File: config.mk
export PLATFORM = sky130hd
export DESIGN_NAME = instr_mem_dump_flat
export DESIGN_NICKNAME = d
export VERILOG_FILES = /design/src/rtl/instr_mem_dump_if.sv /design/src/rtl/instr_mem_dump.sv /design/src/flat_wrapper.sv
export SDC_FILE = /design/constraint.sdc
export NUM_CORES = 1
export LEC_CHECK = 0
export CAP_MARGIN = 10
export CELL_PAD_IN_SITES_DETAIL_PLACEMENT = 0
export CELL_PAD_IN_SITES_GLOBAL_PLACEMENT = 2
export CORE_MARGIN = 4
export CORE_UTILIZATION = 42
export CTS_CLUSTER_DIAMETER = 40
export DETAILED_ROUTE_END_ITERATION = 10
export DONT_BUFFER_PORTS = 1
export PLACE_DENSITY_LB_ADDON = 0.25
export RECOVER_POWER = 25
export SETUP_SLACK_MARGIN = 0.3
export SLEW_MARGIN = 20
export SYNTH_ARGS = -nofsm -noshare
export SYNTH_HDL_FRONTEND = slang
export SYNTH_SLANG_ARGS = --single-unit
File: constraint.sdc
create_clock -name clk -period 2.4 [get_ports clk]
set_clock_uncertainty 0.1 [all_clocks]
set_input_delay 0.12 -clock clk [delete_from_list [all_inputs] [get_ports clk]]
set_output_delay 0.12 -clock clk [all_outputs]
set_load 0.05 [all_outputs]
File: src/rtl/instr_mem_dump_if.sv
// Bus bundle for instr_mem_dump: the synchronous memory read port plus the
// outgoing word stream.
interface instr_mem_dump_if #(
  parameter int ADDR_W = 5,
  parameter int DATA_W = 32
);
  logic              mem_rd_en;
  logic [ADDR_W-1:0] mem_rd_addr;
  logic [DATA_W-1:0] mem_rd_data;

  // Stream handshake: a word transfers on a rising edge where out_valid &&
  // out_ready. Once raised, out_valid and its payload hold until that edge;
  // out_valid never depends on out_ready; out_ready is ignored while
  // out_valid is low.
  logic              out_valid;
  logic              out_ready;
  logic [DATA_W-1:0] out_data;
  logic [ADDR_W-1:0] out_addr;
  logic              out_last;

  modport master (
    output mem_rd_en, mem_rd_addr, out_valid, out_data, out_addr, out_last,
    input  mem_rd_data, out_ready
  );

  modport slave (
    input  mem_rd_en, mem_rd_addr, out_valid, out_data, out_addr, out_last,
    output mem_rd_data, out_ready
  );
endinterface

File: src/rtl/instr_mem_dump.sv
// Instruction-memory readback engine: reads a contiguous, wrapping address
// range one word at a time and streams each word tagged with its address.
module instr_mem_dump #(
  parameter int ADDR_W = 5,
  parameter int DATA_W = 32
) (
  input  logic              clk,
  input  logic              rst_n,
  input  logic              start,
  input  logic [ADDR_W-1:0] base_addr,
  input  logic [ADDR_W:0]   count,
  instr_mem_dump_if.master  bus,
  output logic              busy,
  output logic              done,
  output logic [2:0]        dbg_state
);
  localparam int DEPTH = 1 << ADDR_W;
  localparam logic [ADDR_W:0] DEPTH_W = (ADDR_W+1)'(DEPTH);
  localparam logic [ADDR_W:0] REM_ONE = (ADDR_W+1)'(1);

  localparam logic [2:0] IDLE    = 3'd0;
  localparam logic [2:0] ISSUE   = 3'd1;
  localparam logic [2:0] CAPTURE = 3'd2;
  localparam logic [2:0] OUT     = 3'd3;
  localparam logic [2:0] DONE    = 3'd4;

  logic [2:0]        state;
  logic [ADDR_W-1:0] ptr;
  logic [ADDR_W:0]   rem;

  always_ff @(posedge clk or negedge rst_n) begin
    if (!rst_n) begin
      state         <= IDLE;
      ptr           <= '0;
      rem           <= '0;
      bus.out_valid <= 1'b0;
      bus.out_data  <= '0;
      bus.out_addr  <= '0;
      bus.out_last  <= 1'b0;
    end else begin
      case (state)
        IDLE: begin
          if (start) begin
            ptr   <= base_addr;
            rem   <= (count > DEPTH_W) ? DEPTH_W : count;
            state <= (count == '0) ? DONE : ISSUE;
          end
        end
        ISSUE: state <= CAPTURE;
        CAPTURE: begin
          // Read data is valid exactly one cycle after the ISSUE strobe.
          bus.out_data  <= bus.mem_rd_data;
          bus.out_addr  <= ptr;
          bus.out_last  <= (rem == REM_ONE);
          bus.out_valid <= 1'b1;
          state         <= OUT;
        end
        OUT: begin
          if (bus.out_ready) begin
            bus.out_valid <= 1'b0;
            bus.out_last  <= 1'b0;
            ptr           <= ptr + ADDR_W'(1);
            rem           <= rem - REM_ONE;
            state         <= (rem == REM_ONE) ? DONE : ISSUE;
          end
        end
        DONE:    state <= IDLE;
        default: state <= IDLE;
      endcase
    end
  end

  // ptr is reset to 0, so mem_rd_addr is 0 under reset as well.
  assign bus.mem_rd_en   = (state == ISSUE);
  assign bus.mem_rd_addr = ptr;
  assign busy            = (state != IDLE);
  assign done            = (state == DONE);
  assign dbg_state       = state;
endmodule

File: src/flat_wrapper.sv
// flat-port wrapper written by rule: the top's interface ports become plain ports
module instr_mem_dump_flat 
#(
  parameter int ADDR_W = 5,
  parameter int DATA_W = 32
)
  (clk, rst_n, start, base_addr, count, busy, done, dbg_state, bus_mem_rd_en, bus_mem_rd_addr, bus_out_valid, bus_out_data, bus_out_addr, bus_out_last, bus_mem_rd_data, bus_out_ready);
  instr_mem_dump_if #(.ADDR_W(ADDR_W), .DATA_W(DATA_W)) bus_i ();
  input  logic clk;
  input  logic rst_n;
  input  logic start;
  input  logic [ADDR_W-1:0] base_addr;
  input  logic [ADDR_W:0] count;
  output logic busy;
  output logic done;
  output logic [2:0] dbg_state;
  output wire logic [$bits(bus_i.mem_rd_en)-1:0] bus_mem_rd_en;
  output wire logic [$bits(bus_i.mem_rd_addr)-1:0] bus_mem_rd_addr;
  output wire logic [$bits(bus_i.out_valid)-1:0] bus_out_valid;
  output wire logic [$bits(bus_i.out_data)-1:0] bus_out_data;
  output wire logic [$bits(bus_i.out_addr)-1:0] bus_out_addr;
  output wire logic [$bits(bus_i.out_last)-1:0] bus_out_last;
  input wire logic [$bits(bus_i.mem_rd_data)-1:0] bus_mem_rd_data;
  input wire logic [$bits(bus_i.out_ready)-1:0] bus_out_ready;
  assign bus_mem_rd_en = bus_i.mem_rd_en;
  assign bus_mem_rd_addr = bus_i.mem_rd_addr;
  assign bus_out_valid = bus_i.out_valid;
  assign bus_out_data = bus_i.out_data;
  assign bus_out_addr = bus_i.out_addr;
  assign bus_out_last = bus_i.out_last;
  assign bus_i.mem_rd_data = bus_mem_rd_data;
  assign bus_i.out_ready = bus_out_ready;
  instr_mem_dump #(.ADDR_W(ADDR_W), .DATA_W(DATA_W)) u_core (.clk(clk), .rst_n(rst_n), .start(start), .base_addr(base_addr), .count(count), .bus(bus_i), .busy(busy), .done(done), .dbg_state(dbg_state));
endmodule
After elaboration in Yosys (flattened, before gate mapping):

Index checks and enable logic that the tools add are counted.

* register bits: 53
* output and inout bits: 50
* input port bits: 47
* logic and storage cells: 40

* add/sub/neg operators: 2
* mux-type cells: 15
* reduce and logical (&&, ||, !) cells: 8
* equality and inequality tests: 7
* order comparisons: 1

Operators with widths (count)
* 2-to-1 mux 6 bit: 3
* 2-to-1 mux 3 bit: 4
* one-hot mux 3 bit (4 select lines): 1
* one-hot mux 6 bit (2 select lines): 1
* 2-to-1 mux 5 bit: 2
* one-hot mux 5 bit (2 select lines): 1
* == test 3 x 2 -> 1 bit (second input constant): 2
* == test 6 x 1 -> 1 bit (second input constant): 1
* > comparator 6 bit (second input constant): 1
* logical NOT 6 bit: 1
* subtractor 6 x 1 -> 6 bit (second input constant): 1
* adder 5 x 1 -> 5 bit (second input constant): 1
* inequality test 2 bit (second input constant): 2
* one-hot mux 1 bit (2 select lines): 2
* AND reduction 2 bit: 2
* nonzero test 2 bit: 2
* == test 3 x 1 -> 1 bit (second input constant): 1
* == test 3 bit (second input constant): 1
* logical NOT 3 bit: 1
* AND reduction 3 bit: 1
* nonzero test 3 bit: 1
* 2-to-1 mux 1 bit: 1

Logic depth before layout (Yosys ltp):

* word-level depth: 4
* gate-level depth with buffers: 6
* mapped depth without buffers: 5

Worst setup path before layout:

OpenSTA, ideal clock, no wires.

* kind: register to output
* start: register u_core.state[0] (netlist: u_core.dbg_state[0])
* end: output port bus_mem_rd_en
* slack: 0.045 ns
* data arrival time: 2.135 ns
* buffers on the path: 1
* required time: 2.180 ns
* stages on the path, launching flop included: 3
* path through: dfrtp_1 -> buf_6 -> nor3b_1

* word-level cells in the longest chain between the ends: 1

Ends and longest elaborated chain
* start, declared: line instr_mem_dump.sv:27 `logic [2:0] state;`
* start signal, assigned: line instr_mem_dump.sv:46 `state <= (count == '0) ? DONE : ISSUE;`
* start signal, assigned: line instr_mem_dump.sv:64 `state <= (rem == REM_ONE) ? DONE : ISSUE;`
* == test 3 x 1 -> 1 bit: line instr_mem_dump.sv:74 `assign bus.mem_rd_en = (state == ISSUE);`
* end, declared: line flat_wrapper.sv:17 `output wire logic [$bits(bus_i.mem_rd_en)-1:0] bus_mem_rd_en;`

Every way passes these cells.

Worst setup path after layout:

* start: register u_core.state[1] (netlist: u_core.dbg_state[1])
* end: register u_core.bus.out_data[19]

* word-level cells in the longest chain between the ends: 1

Ends and longest elaborated chain
* == test 3 x 2 -> 1 bit: line instr_mem_dump.sv:41 `case (state)`
* end signal, assigned: line instr_mem_dump.sv:52 `bus.out_data <= bus.mem_rd_data;`
* end, declared: line instr_mem_dump_if.sv:22 `output mem_rd_en, mem_rd_addr, out_valid, out_data, out_addr, out_last,`

Every way passes these cells.
A chain may end at the register's enable or synchronous reset.

==> out/metrics.yaml <==
critical_path:
  crit_fanout: 38
  rr_endpoint: "u_core.bus.out_data[19]"
  cpMaxStageDelayCell: "dfrtp_1"
  end_kind: "flop"
  r2r-start: "u_core.dbg_state[1]"
  path_class: "flop to flop"
  cp.arrival_ns: 1.98
  cp-start-kind: "flop"
  path_cells: "nand2b_4 -> nor2_4 -> buf_4 -> mux2_2"
  reg2reg_depth: 4
  slowest_delay_ns: 0.66
  critPathRequiredTime_ns: 2.49
  r2r_slack_ns: 0.50
synth:
  synth_edf_count: 0
  yosysWarnings: 0
  syn_nets: 240
  synth.top_cell.area_share_pct: 54.8
  syn_inst: 190
  syn_avg_cell_area_um2: 12.7
  synth_ff_type: "dfrtp_1"
  ys_seq_area_share_pct: 54.8
  synth_top_area_cell: "dfrtp_1"
  netlist_area_mm2: 0.00242
  synthArstFlopShare_pct: 100
  yosysMostFrequentCell: "dfrtp_1"
  synth_seq_cells: 53
  synth_common_cells: "dfrtp_1, mux2_2, a21oi_1"
  ys_top_cells_by_area: "dfrtp_1, mux2_2, buf_6"
  ys_types: 44
timing:
  rsz0062_at_grt: "false"
  maxSlewHeadroom_pct: 13.7
  fmax_mhz: 528
  drv_slew: 0
  hold_viol_final: 0
  finalCritPeriodShare_pct: 79.0
  finalSetupTns_ns: 0
  fin_crit_ns: 1.90
  worst_pin_slew_ns: 1.29
  finalSetupViolCount: 0
clock_tree:
  cts_buffer_depth: 2
  root_buffer: "clkbuf_8"
  cts_buffers: 5
  tritoncts: "done"
  cts.clk_slew.worst_paths_ns: 0.09
  numClockSinks: 53
  cts_setup_buffers: 0
  clk_latency_ns: 0.30
  cts_max_level: 2
placed_design:
  io_buffers: 0
  place_congestion: 0.739
  place_hpwl_mm: 3.52
floorplan:
  pin_count: 97
  start_util_pct: 43.7
  rows: 27
  design.die.area_mm2: 0.00704
  die_h_um: 83.9
  core_mm2: 0.00554
  die_w_um: 83.9
run:
  maxCapViolations: 0
global_routing:
  antenna_found_initial: 0
  overflow: 0
  grt_usage_pct: 15.8
  grt_pass1_vias: 1738
  grt_max_degree: 54
  grt_pass1_wl_mm: 9.00
drt:
  viasPerCell: 5.32
  drc: 0
  avgRoutedWirePerCell_um: 17.3
  first_pass_iters: 4
  vias: 1666
  wirelength_mm: 5.42
  ant_nets: 0
  drt_iter0_drc: 18
hold_path:
  hold_path.class: "input port to flop"
  hold_path_end: "u_core.dbg_state[2]"
  whs_path_depth: 4
  hold_start: "count[5]"
final_layout:
  nFillCells: 473
  synthToLayoutAreaGrowth_pct: 24.7
  n_antenna_cell: 0
  fin_nets: 290
  drive_gt1_share_pct: 24.9
status:
  status: "completed"
[worst max-delay path: cells and delay by family (launching register included)]
family	cells	cell delay [ns]
flip-flops	1	0.66
multiplexers	1	0.40
AND/OR/NAND/NOR	2	0.19
buffers and inverters	1	0.40
[registers in the layout, indices dropped and copies added, names as in the netlist]
name                    cells
u_core.bus.mem_rd_addr      5
u_core.bus.out_addr         5
u_core.bus.out_data        32
u_core.bus.out_last         1
u_core.bus.out_valid        1
u_core.dbg_state            3
u_core.rem                  6
[layout make-up]
class | instances | area, µm² | area share (%)
well taps | 72 | 90.1 | 2.99
multi-input cells | 123 | 990 | 32.8
inverters | 4 | 15.0 | 0.498
repair buffers | 53 | 508 | 16.8
flip-flops and latches | 53 | 1330 | 44.0
clock buffers | 6 | 72.6 | 2.41
clock inverters | 2 | 15.0 | 0.498
[per-stage QoR]
step | setup WS, ns | area [µm²] | util, % | cells | hold WS (ns)
floorplan | 0.510 | 2420 | - | 190 | -0.276
global placement | 0.535 | 2470 | 44.6 | 259 | -0.274
detailed placement | 0.490 | 2470 | 44.6 | 259 | -0.274
CTS | 0.475 | 3040 | 54.9 | 313 | 0.0114
global route | 0.365 | 3020 | 54.4 | 313 | 0.0214
finish | 0.505 | 3020 | 54.4 | 313 | 0.0182
[layer usage]
layer  vias up  global-route usage, %  routed length [µm]
li1        789                      -                   -
met1       806                   20.1                2300
met2        66                   25.4                2560
met3         5                   6.22                 506
met4         0                   3.51                  55
met5         -                      0                   0
[cell families after synthesis]
logic type / share of synthesized area, %
buffers and inverters: 4.70
AND/OR/NAND/NOR: 11.1
adder cells (fa/ha/maj): 1.55
AO/OA/AOI/OAI: 10.2
multiplexers: 17.6
flip-flops: 54.8
[what timing repair did]
item                                   in CTS  in global routing
endpoints found under the hold margin      98                  0
hold buffers                               46                  0
resized for setup                           0                  0
[cell usage in the layout (no fill, tap or decap), types with 2 or more instances in the layout]
cell | Yosys | routed
o22ai_1 | 2 | 2
a21oi_1 | 12 | 12
nor2_1 | 8 | 8
nand2_1 | 6 | 6
inv_1 | 4 | 4
nor2b_1 | 3 | 3
and2_1 | 2 | 2
clkbuf_8 | 0 | 5
mux2_2 | 37 | 37
clkinvlp_4 | 0 | 2
o21ai_1 | 2 | 2
buf_4 | 2 | 7
o21ai_0 | 9 | 9
dlygate4sd3_1 | 0 | 45
ha_1 | 3 | 3
nor3_1 | 6 | 6
dfrtp_1 | 53 | 53
nand3_1 | 4 | 4
[worst max-delay path by stage]
stage                     cells past startpoint           startpoint  slack, ns                       to
final                                         4  u_core.dbg_state[1]       0.50  u_core.bus.out_data[19]
after global routing                          4  u_core.dbg_state[1]       0.36  u_core.bus.out_data[30]
after CTS                                     4  u_core.dbg_state[1]       0.47   u_core.bus.out_addr[4]
after detailed placement                      4  u_core.dbg_state[1]       0.49   u_core.bus.out_addr[4]
after global placement                        3  u_core.dbg_state[0]       0.53            u_core.rem[5]
after floorplan                               6  u_core.dbg_state[2]       0.51  u_core.bus.out_data[13]
Power is not shown: default switching activity piles up to over one toggle a cycle in this logic, so the estimate is an artifact.
